===== src/rtl/dac_player_pkg.sv =====
// Shared constants and types for the DAC stream player: sample width,
// idle output code, rate-divider width and the byte-assembler states.
package dac_player_pkg;

  localparam int          DATA_W   = 16;
  localparam logic [15:0] MIDSCALE = 16'h8000;
  localparam int          RATE_W   = 8;

  typedef enum logic {
    LO_WAIT = 1'b0,
    HI_WAIT = 1'b1
  } asm_state_e;

endpackage


===== src/rtl/dac_stream_player_fifo.sv =====
// Synchronous sample FIFO (module sync_fifo). A pop on an empty FIFO is
// ignored; a push on a full FIFO is accepted only when a pop frees a slot.
module sync_fifo #(
  parameter int DEPTH  = 8,
  parameter int DATA_W = 16
) (
  input  logic                     clk,
  input  logic                     rst_n,
  input  logic                     push_i,
  input  logic                     pop_i,
  input  logic [DATA_W-1:0]        wdata_i,
  output logic [DATA_W-1:0]        rdata_o,
  output logic                     full_o,
  output logic                     empty_o,
  output logic [$clog2(DEPTH):0]   count_o
);

  localparam int AW = $clog2(DEPTH);
  localparam logic [AW:0] FULL_CNT = (AW+1)'(DEPTH);

  logic [DATA_W-1:0] mem_q [DEPTH];
  logic [AW-1:0]     rd_ptr_q, rd_ptr_d;
  logic [AW-1:0]     wr_ptr_q, wr_ptr_d;
  logic [AW:0]       count_q, count_d;
  logic              do_push, do_pop;

  // Pop is evaluated first so a full FIFO can accept a push in the same cycle.
  always_comb begin
    do_pop   = pop_i && (count_q != '0);
    do_push  = push_i && ((count_q != FULL_CNT) || do_pop);
    rd_ptr_d = rd_ptr_q;
    wr_ptr_d = wr_ptr_q;
    count_d  = count_q;
    if (do_pop) begin
      rd_ptr_d = rd_ptr_q + 1'b1;
    end
    if (do_push) begin
      wr_ptr_d = wr_ptr_q + 1'b1;
    end
    if (do_push && !do_pop) begin
      count_d = count_q + 1'b1;
    end else if (do_pop && !do_push) begin
      count_d = count_q - 1'b1;
    end
  end

  always_ff @(posedge clk or negedge rst_n) begin
    if (!rst_n) begin
      rd_ptr_q <= '0;
      wr_ptr_q <= '0;
      count_q  <= '0;
    end else begin
      rd_ptr_q <= rd_ptr_d;
      wr_ptr_q <= wr_ptr_d;
      count_q  <= count_d;
    end
  end

  always_ff @(posedge clk) begin
    if (do_push) begin
      mem_q[wr_ptr_q] <= wdata_i;
    end
  end

  assign rdata_o = mem_q[rd_ptr_q];
  assign full_o  = (count_q == FULL_CNT);
  assign empty_o = (count_q == '0);
  assign count_o = count_q;

endmodule


===== src/rtl/dac_stream_player.sv =====
// Byte-pair assembler, sample FIFO and rate-ticked DAC output register.
// Define DAC_PLAYER_HOLD_LAST_EN to hold the last sample on underrun.
module dac_stream_player
  import dac_player_pkg::*;
#(
  parameter int                DEPTH    = 8,
  parameter int                DATA_W   = dac_player_pkg::DATA_W,
  parameter logic [DATA_W-1:0] MIDSCALE = dac_player_pkg::MIDSCALE
) (
  input  logic              clk,
  input  logic              rst_n,
  input  logic [7:0]        i_byte,
  input  logic              i_byte_valid,
  input  logic              i_sync,
  input  logic              i_enable,
  input  logic [RATE_W-1:0] i_rate_div,
  input  logic              i_clear,
  output logic [DATA_W-1:0] o_digital,
  output logic              o_sample_strobe,
  output logic              o_fifo_full,
  output logic              o_fifo_empty,
  output logic              o_overflow,
  output logic              o_underrun
);

  localparam int CW = $clog2(DEPTH);
  localparam logic [CW:0] FULL_CNT = (CW+1)'(DEPTH);

  asm_state_e        state_q, state_d;
  logic [7:0]        lo_q, lo_d;
  logic [RATE_W-1:0] cnt_q, cnt_d;
  logic [DATA_W-1:0] dig_q, dig_d;
  logic              strobe_q, strobe_d;
  logic              ovf_q, ovf_d;
  logic              und_q, und_d;

  logic              push_req, pop_req, tick, ovf_set, und_set;
  logic [DATA_W-1:0] fifo_rdata;
  logic              fifo_full, fifo_empty;
  logic [CW:0]       fifo_count;

  sync_fifo #(
    .DEPTH  (DEPTH),
    .DATA_W (DATA_W)
  ) u_fifo (
    .clk     (clk),
    .rst_n   (rst_n),
    .push_i  (push_req),
    .pop_i   (pop_req),
    .wdata_i ({i_byte, lo_q}),
    .rdata_o (fifo_rdata),
    .full_o  (fifo_full),
    .empty_o (fifo_empty),
    .count_o (fifo_count)
  );

  always_comb begin
    state_d  = state_q;
    lo_d     = lo_q;
    cnt_d    = cnt_q;
    dig_d    = dig_q;
    strobe_d = 1'b0;
    push_req = 1'b0;
    pop_req  = 1'b0;
    tick     = 1'b0;
    und_set  = 1'b0;

    // A sync arriving with a byte realigns onto that byte as the new low half.
    if (i_byte_valid) begin
      if (i_sync || (state_q == LO_WAIT)) begin
        lo_d    = i_byte;
        state_d = HI_WAIT;
      end else begin
        push_req = 1'b1;
        state_d  = LO_WAIT;
      end
    end else if (i_sync) begin
      state_d = LO_WAIT;
    end

    if (!i_enable) begin
      cnt_d = '0;
    end else if (cnt_q >= i_rate_div) begin
      tick  = 1'b1;
      cnt_d = '0;
    end else begin
      cnt_d = cnt_q + 1'b1;
    end

    if (tick) begin
      if (!fifo_empty) begin
        pop_req  = 1'b1;
        dig_d    = fifo_rdata;
        strobe_d = 1'b1;
      end else begin
        und_set = 1'b1;
`ifdef DAC_PLAYER_HOLD_LAST_EN
        dig_d = dig_q;
`else
        dig_d = MIDSCALE;
`endif
      end
    end

    ovf_set = push_req && (fifo_count == FULL_CNT) && !pop_req;
    ovf_d   = ovf_set || (ovf_q && !i_clear);
    und_d   = und_set || (und_q && !i_clear);
  end

  always_ff @(posedge clk or negedge rst_n) begin
    if (!rst_n) begin
      state_q  <= LO_WAIT;
      lo_q     <= '0;
      cnt_q    <= '0;
      dig_q    <= MIDSCALE;
      strobe_q <= 1'b0;
      ovf_q    <= 1'b0;
      und_q    <= 1'b0;
    end else begin
      state_q  <= state_d;
      lo_q     <= lo_d;
      cnt_q    <= cnt_d;
      dig_q    <= dig_d;
      strobe_q <= strobe_d;
      ovf_q    <= ovf_d;
      und_q    <= und_d;
    end
  end

  assign o_digital       = dig_q;
  assign o_sample_strobe = strobe_q;
  assign o_fifo_full     = fifo_full;
  assign o_fifo_empty    = fifo_empty;
  assign o_overflow      = ovf_q;
  assign o_underrun      = und_q;

endmodule


===== config.mk =====
export PLATFORM = sky130hd
export DESIGN_NAME = dac_stream_player
export DESIGN_NICKNAME = d
export VERILOG_FILES = /design/src/rtl/dac_player_pkg.sv /design/src/rtl/dac_stream_player_fifo.sv /design/src/rtl/dac_stream_player.sv
export SDC_FILE = /design/constraint.sdc
export NUM_CORES = 1
export LEC_CHECK = 0
export CAP_MARGIN = 20
export CORE_MARGIN = 4
export CORE_UTILIZATION = 55
export CTS_BUF_LIST = sky130_fd_sc_hd__clkbuf_4
export DETAILED_ROUTE_END_ITERATION = 10
export PLACE_DENSITY_LB_ADDON = 0.08
export SLEW_MARGIN = 20
export SYNTH_ARGS = -nofsm -noshare
export SYNTH_HDL_FRONTEND = slang
export SYNTH_HIERARCHICAL = 1
export SYNTH_SLANG_ARGS = --single-unit
export TNS_END_PERCENT = 1

===== constraint.sdc =====
create_clock -name clk -period 3.82 [get_ports clk]
set_input_delay 1.146 -clock clk [delete_from_list [all_inputs] [get_ports clk]]
set_output_delay 1.146 -clock clk [all_outputs]
set_load 0.01 [all_outputs]

After elaboration in Yosys (flattened, before gate mapping) --
Memory sizes are Yosys's and may differ from the RTL's. Index checks and enable logic that the tools add are counted.
Word-level totals: bits in registers 46, memory bits (writable) 128, memories kept 1
Memory list:
- u_fifo.mem_q | depth 8, width 16, read ports 1, clocked after memory_dff 0, write ports 1, line dac_stream_player_fifo.sv:21 | logic [DATA_W-1:0] mem_q [DEPTH];
Cells by class: $add $sub $neg 5, order comparisons 1, equality and inequality tests 2, multiplexer cells 18, bitwise operators 1, reduce and logical (&&, ||, !) cells 21
Operator list (number):
- two-way mux 16 bit | 1
- two-way mux 8 bit | 2
- two-way mux 1 bit | 13
- adder 8 x 1 -> 8 bit (second input constant) | 1
- >= comparator 8 bit | 1
- logical AND 1 bit | 8
- two-way mux 4 bit | 2
- adder 3 x 1 -> 3 bit (second input constant) | 2
- adder 4 x 1 -> 4 bit (second input constant) | 1
- equality test 4 bit (second input constant) | 1
- logical NOT 1 bit | 4
- logical NOT 4 bit | 1
- logical OR 1 bit | 4
- != test 4 bit (second input constant) | 1
- nonzero test 2 bit | 2
- nonzero test 4 bit | 1
- subtractor 4 x 1 -> 4 bit (second input constant) | 1
- AND reduction 2 bit | 1
- inverter 1 bit | 1

Logic depth before layout (Yosys ltp) --
word-level depth 11, gate-level depth with buffers 14, depth with buffers taken out 14

Cells and area by module --
The synthesis kept the hierarchy.
By module, submodules not included:
- sync_fifo | instances 1, cells each 249, area each 5456.5 um^2, seq. area each 4093.9 um^2
- dac_stream_player | instances 1, cells each 157, area each 1706.6 um^2, seq. area each 902.1 um^2

Worst setup path before layout --
OpenSTA, ideal clock, no wires.
kind input to register, from in i_rate_div[7], to mem u_fifo.mem_q[0][0] (enable), setup time 0.430 ns, arrival time 4.110 ns, required time 3.390 ns, path slack -0.720 ns, cell stages on the path 8, path buffers 0, cells stage by stage inv_1 ha_1 nand4_1 a21oi_1 a21oi_2 nor3_1 o21ai_4 nor4_1
On the way: cells in the longest elaborated chain, start to end 9
Ends and longest elaborated chain:
- start: declaration | line dac_stream_player.sv:16 | input logic [RATE_W-1:0] i_rate_div,
- >= comparator 8 bit | line dac_stream_player.sv:83 | end else if (cnt_q >= i_rate_div) begin
- two-way mux 1 bit | line dac_stream_player.sv:83
- two-way mux 1 bit | line dac_stream_player.sv:81 | if (!i_enable) begin
- two-way mux 1 bit | line dac_stream_player.sv:90 | if (tick) begin
- via pop_req | line dac_stream_player.sv:37 | logic push_req, pop_req, tick, ovf_set, und_set;
- logical AND 1 bit | line dac_stream_player_fifo.sv:29 | do_pop = pop_i && (count_q != '0);
- logical OR 1 bit | line dac_stream_player_fifo.sv:30 | do_push = push_i && ((count_q != FULL_CNT) || do_pop);
- logical AND 1 bit | line dac_stream_player_fifo.sv:30
- two-way mux 1 bit | line dac_stream_player_fifo.sv:60 | if (do_push) begin
- two-way mux 1 bit (not written as such) | line dac_stream_player_fifo.sv:61 | mem_q[wr_ptr_q] <= wdata_i;
- end: declaration | line dac_stream_player_fifo.sv:21
The timed path passes the listed nets, and every way through them passes these cells.

Final worst setup path --
from in i_rate_div[1], to reg u_fifo.count_q[3] (netlist: u_fifo/count_o[3])
On the way: cells in the longest elaborated chain, start to end 10, elaborated cells between the ends (all ways) 13, classes of those cells order compare: 1; mux: 4; reduce/logical: 8
Ends and longest elaborated chain:
- >= comparator 8 bit (*) | line dac_stream_player.sv:83
- two-way mux 1 bit (*) | line dac_stream_player.sv:83
- two-way mux 1 bit (*) | line dac_stream_player.sv:81
- two-way mux 1 bit (*) | line dac_stream_player.sv:90
- via pop_req | line dac_stream_player.sv:37
- logical AND 1 bit (*) | line dac_stream_player_fifo.sv:29
- logical OR 1 bit (*) | line dac_stream_player_fifo.sv:30
- logical AND 1 bit (*) | line dac_stream_player_fifo.sv:30
- via u_fifo.do_push | line dac_stream_player_fifo.sv:25 | logic do_push, do_pop;
- logical NOT 1 bit | line dac_stream_player_fifo.sv:42 | end else if (do_pop && !do_push) begin
- logical AND 1 bit | line dac_stream_player_fifo.sv:42
- nonzero test 2 bit (no line)
- end signal: assignment | line dac_stream_player_fifo.sv:55 | count_q <= count_d;
- end: declaration | line dac_stream_player_fifo.sv:24 | logic [AW:0] count_q, count_d;
Mark *: on every way through the listed nets, which the timed path passes. The rest lies on a longest branch. A chain may end at the register's enable or synchronous reset.

==> impl_metrics.py <==
metrics = {
    "die": {
        "die_w_um": 122,
        "coreArea_um2": 12700,
        "top_level_ports": 43,
        "chipHeight_um": 122,
        "row_count": 41,
        "die-area_um2": 14900,
        "start_util": 0.565,
    },
    "cts": {
        "numCtsBuffers": 17,
        "post_cts_resized": 0,
        "clockBufferDepth": 2,
        "path_clk_slew_ns": 0.13,
        "cts_root_buf": "clkbuf_4",
        "cts.sinks": 174,
        "cts_tree": "done",
        "htree_levels": 4,
        "clk_latency_ns": 0.56,
    },
    "min_path": {
        "hold_end": "o_digital[15]",
        "hold_class": "reg -> reg",
        "worstHoldStart": "o_digital[15]",
        "holdPathStages": 2,
    },
    "worst_setup_path": {
        "setup.worst_path.end_class": "register",
        "crit_path_start_kind": "input port",
        "worstPathMaxFanout": 4,
        "critPathArrivalTime_ns": 4.16,
        "cp.required_ns": 4.26,
        "ff2ff_path_depth": 15,
        "r2r-end": "u_fifo/count_o[3]",
        "worstSetupPathType": "in -> reg",
        "reg2reg_slack_ns": 0.62,
        "reg2reg_from": "cnt_q[0]",
    },
    "logic_synthesis": {
        "syn_avg_cell_area_um2": 17.6,
        "synth_fa_ha_area_frac": 0.0272,
        "synth_top_family_by_area": "multiplexers",
        "yosysTopAreaCell": "edfxtp_1",
        "synth_compound_area_frac": 0.0358,
        "synth-simple-area-share": 0.0459,
        "async_reset_ff_frac": 0.264,
        "ys_ff_latch": 174,
        "synth-seq-area-share": 0.697,
        "synth_xor_area_frac": 0.0159,
        "postSynthCellCount": 406,
        "yosys.area.top_type_share": 0.537,
        "yosysWarningCount": 6,
        "syn-cell-area_um2": 7160,
        "synth_edf_count": 128,
        "synth_cell_types": 43,
        "syn_nets": 443,
        "synthMuxAreaShare": 0.155,
        "ys_top_cells_by_area": "edfxtp_1 54%, dfrtp_1 16%, mux4_2 10%",
        "synthFlopType": "edfxtp_1",
    },
    "routing": {
        "wl_per_cell_um": 20.6,
        "vias": 3822,
        "drc_errors": 0,
        "viasPerCell": 5.66,
        "dr.first_iter.drc_count": 246,
        "ant_nets": 0,
        "routed_wirelength_um": 13900,
        "dr.pass1.iters": 5,
    },
    "layout": {
        "final_cell_mix": "128 x edfxtp_1, 44 x dfrtp_1, 41 x clkdlybuf4s50_1, 36 x buf_4, 32 x mux4_2",
        "final_util": 0.665,
        "ff_latch_area_um2": 5000,
        "final_common_cell": "edfxtp_1",
        "fillers": 910,
        "multi_input_area_um2": 2040,
        "nNetsFinal": 526,
        "syn2layout_area_growth_pct": 17.6,
        "drive_gt1_frac": 0.295,
    },
    "timing": {
        "rsz0062_at_grt": "no",
        "fin_tns_setup_ns": 0,
        "slew_violations": 0,
        "report.final.hold_viol_count": 0,
        "max-slew-margin-rel": 0.330,
        "worst_pin_slew_ns": 1.00,
        "min_period_ns": 3.72,
        "max_freq_mhz": 269,
        "setup_viol": 0,
        "period_share": 0.974,
        "finClkSkew_ns": 0.0180,
    },
    "placement": {
        "io_buffers": 42,
        "hpwl_um": 8970,
        "gp_congestion": 0.758,
    },
    "global_routing": {
        "antenna_found_initial": 1,
        "grt_overflow": 0,
        "track_usage": 0.205,
        "grt_pass1_vias": 3944,
        "grt_max_degree": 32,
        "grt_pass1_wl_um": 21800,
    },
    "run_status": {
        "run_status": "finished, final reports clean",
    },
    "power": {
        "power_density_nw_per_um2": 542,
        "p_leak_uw": 0.00306,
        "ir_worst_vdd_mv": 0.281,
        "p_total_uw": 4560,
    },
    "job": {
        "cap_violations": 0,
    },
}
==> state kept, by name (all words and copies together), names as in the netlist <==
name,flops
u_fifo/mem_q,128
u_fifo/count_o,4
u_fifo/wr_ptr_q,3
state_q,1
u_fifo/rd_ptr_q,3
cnt_q,8
o_underrun,1
o_overflow,1
lo_q,8
o_digital,16
o_sample_strobe,1
==> per-stage QoR <==
stage / worst slack, ns / cells / cell area, um2 / hold WS [ns]
global placement: -0.448 / 642 / 8050 / 0.492
finish: 0.0994 / 675 / 8420 / 0.524
global route: 0.00934 / 675 / 8420 / 0.552
floorplan: -0.323 / 406 / 7170 / 0.467
detailed placement: -0.491 / 642 / 8050 / 0.495
CTS: 0.113 / 674 / 8420 / 0.526
==> cell type report <==
type                       instances  area share
sequential                       174       0.593
multi-input combinational        198       0.243
timing repair buffer              80      0.0862
clock inverter                    14      0.0281
tap                              172      0.0255
clock buffer                      18      0.0160
inverter                          18     0.00802
antenna                            1    0.000297
==> critical path, stage by stage <==
cell and delay, ns:
clkdlybuf4s50_1 0.45, inv_1 0.04, ha_1 0.28, a2111o_1 0.42, a21oi_2 0.17, nor3_1 0.06, buf_4 0.15, o21ai_4 0.16
inv_2 0.04, ha_1 0.20, inv_1 0.08, ha_1 0.24, or4_1 0.52, o211ai_1 0.10, o211ai_1 0.10
==> worst max-delay path by stage <==
stage | startpoint | end | slack, ns | cells after the start
5_1_grt | i_rate_div[1] | u_fifo/count_o[3] | 0.009 | 15
3_3_place_gp | i_rate_div[0] | u_fifo/count_o[3] | -0.45 | 15
4_1_cts | i_rate_div[0] | u_fifo/count_o[3] | 0.11 | 15
6_report | i_rate_div[1] | u_fifo/count_o[3] | 0.1 | 15
3_5_place_dp | i_rate_div[0] | u_fifo/count_o[3] | -0.49 | 15
2_1_floorplan | i_rate_div[0] | u_fifo/count_o[3] | -0.32 | 13
==> cells by family after synthesis <==
kind of cell | count (synthesis)
flip-flops | 174
adder cells (fa/ha/maj) | 15
AND/OR/NAND/NOR | 64
multiplexers | 65
buffers and inverters | 34
XOR/XNOR | 13
AO/OA/AOI/OAI | 41
==> layer usage <==
metal  GRT usage  wire length (um)
met1       0.284              6060
met2       0.327              6770
met3      0.0455               799
met4      0.0686               240
met5           0                 0
==> cell usage after synthesis, drive strengths merged (2+ instances only) <==
cell and number:
and3 3, nand3 5, nor2b 5, xnor2 8
nand2 18, a21oi 6, clkbuf 8, o21ai 26
nand2b 5, a2111o 2, o22ai 2, mux4 32
edfxtp 128, xor2 5, buf 8, dfrtp 45
inv 18, nor3 6, ha 14, o211ai 4
nor2 13, nor4 2, mux2 32
==> repair_timing <==
item                       4_1_cts  5_1_grt
hold buffers                     0        0
buffers inserted                 0        0
setup endpoints to repair        0        1
==> where the power goes <==
group / leakage [uW] / internal [uW] / switching [uW]
logic: 0.00111 / 501 / 368
registers: 0.00175 / 2210 / 209
clock network: 0.000195 / 661 / 615
total: 0.00306 / 3370 / 1190
No activity file was read; power rests on OpenSTA's default activity.
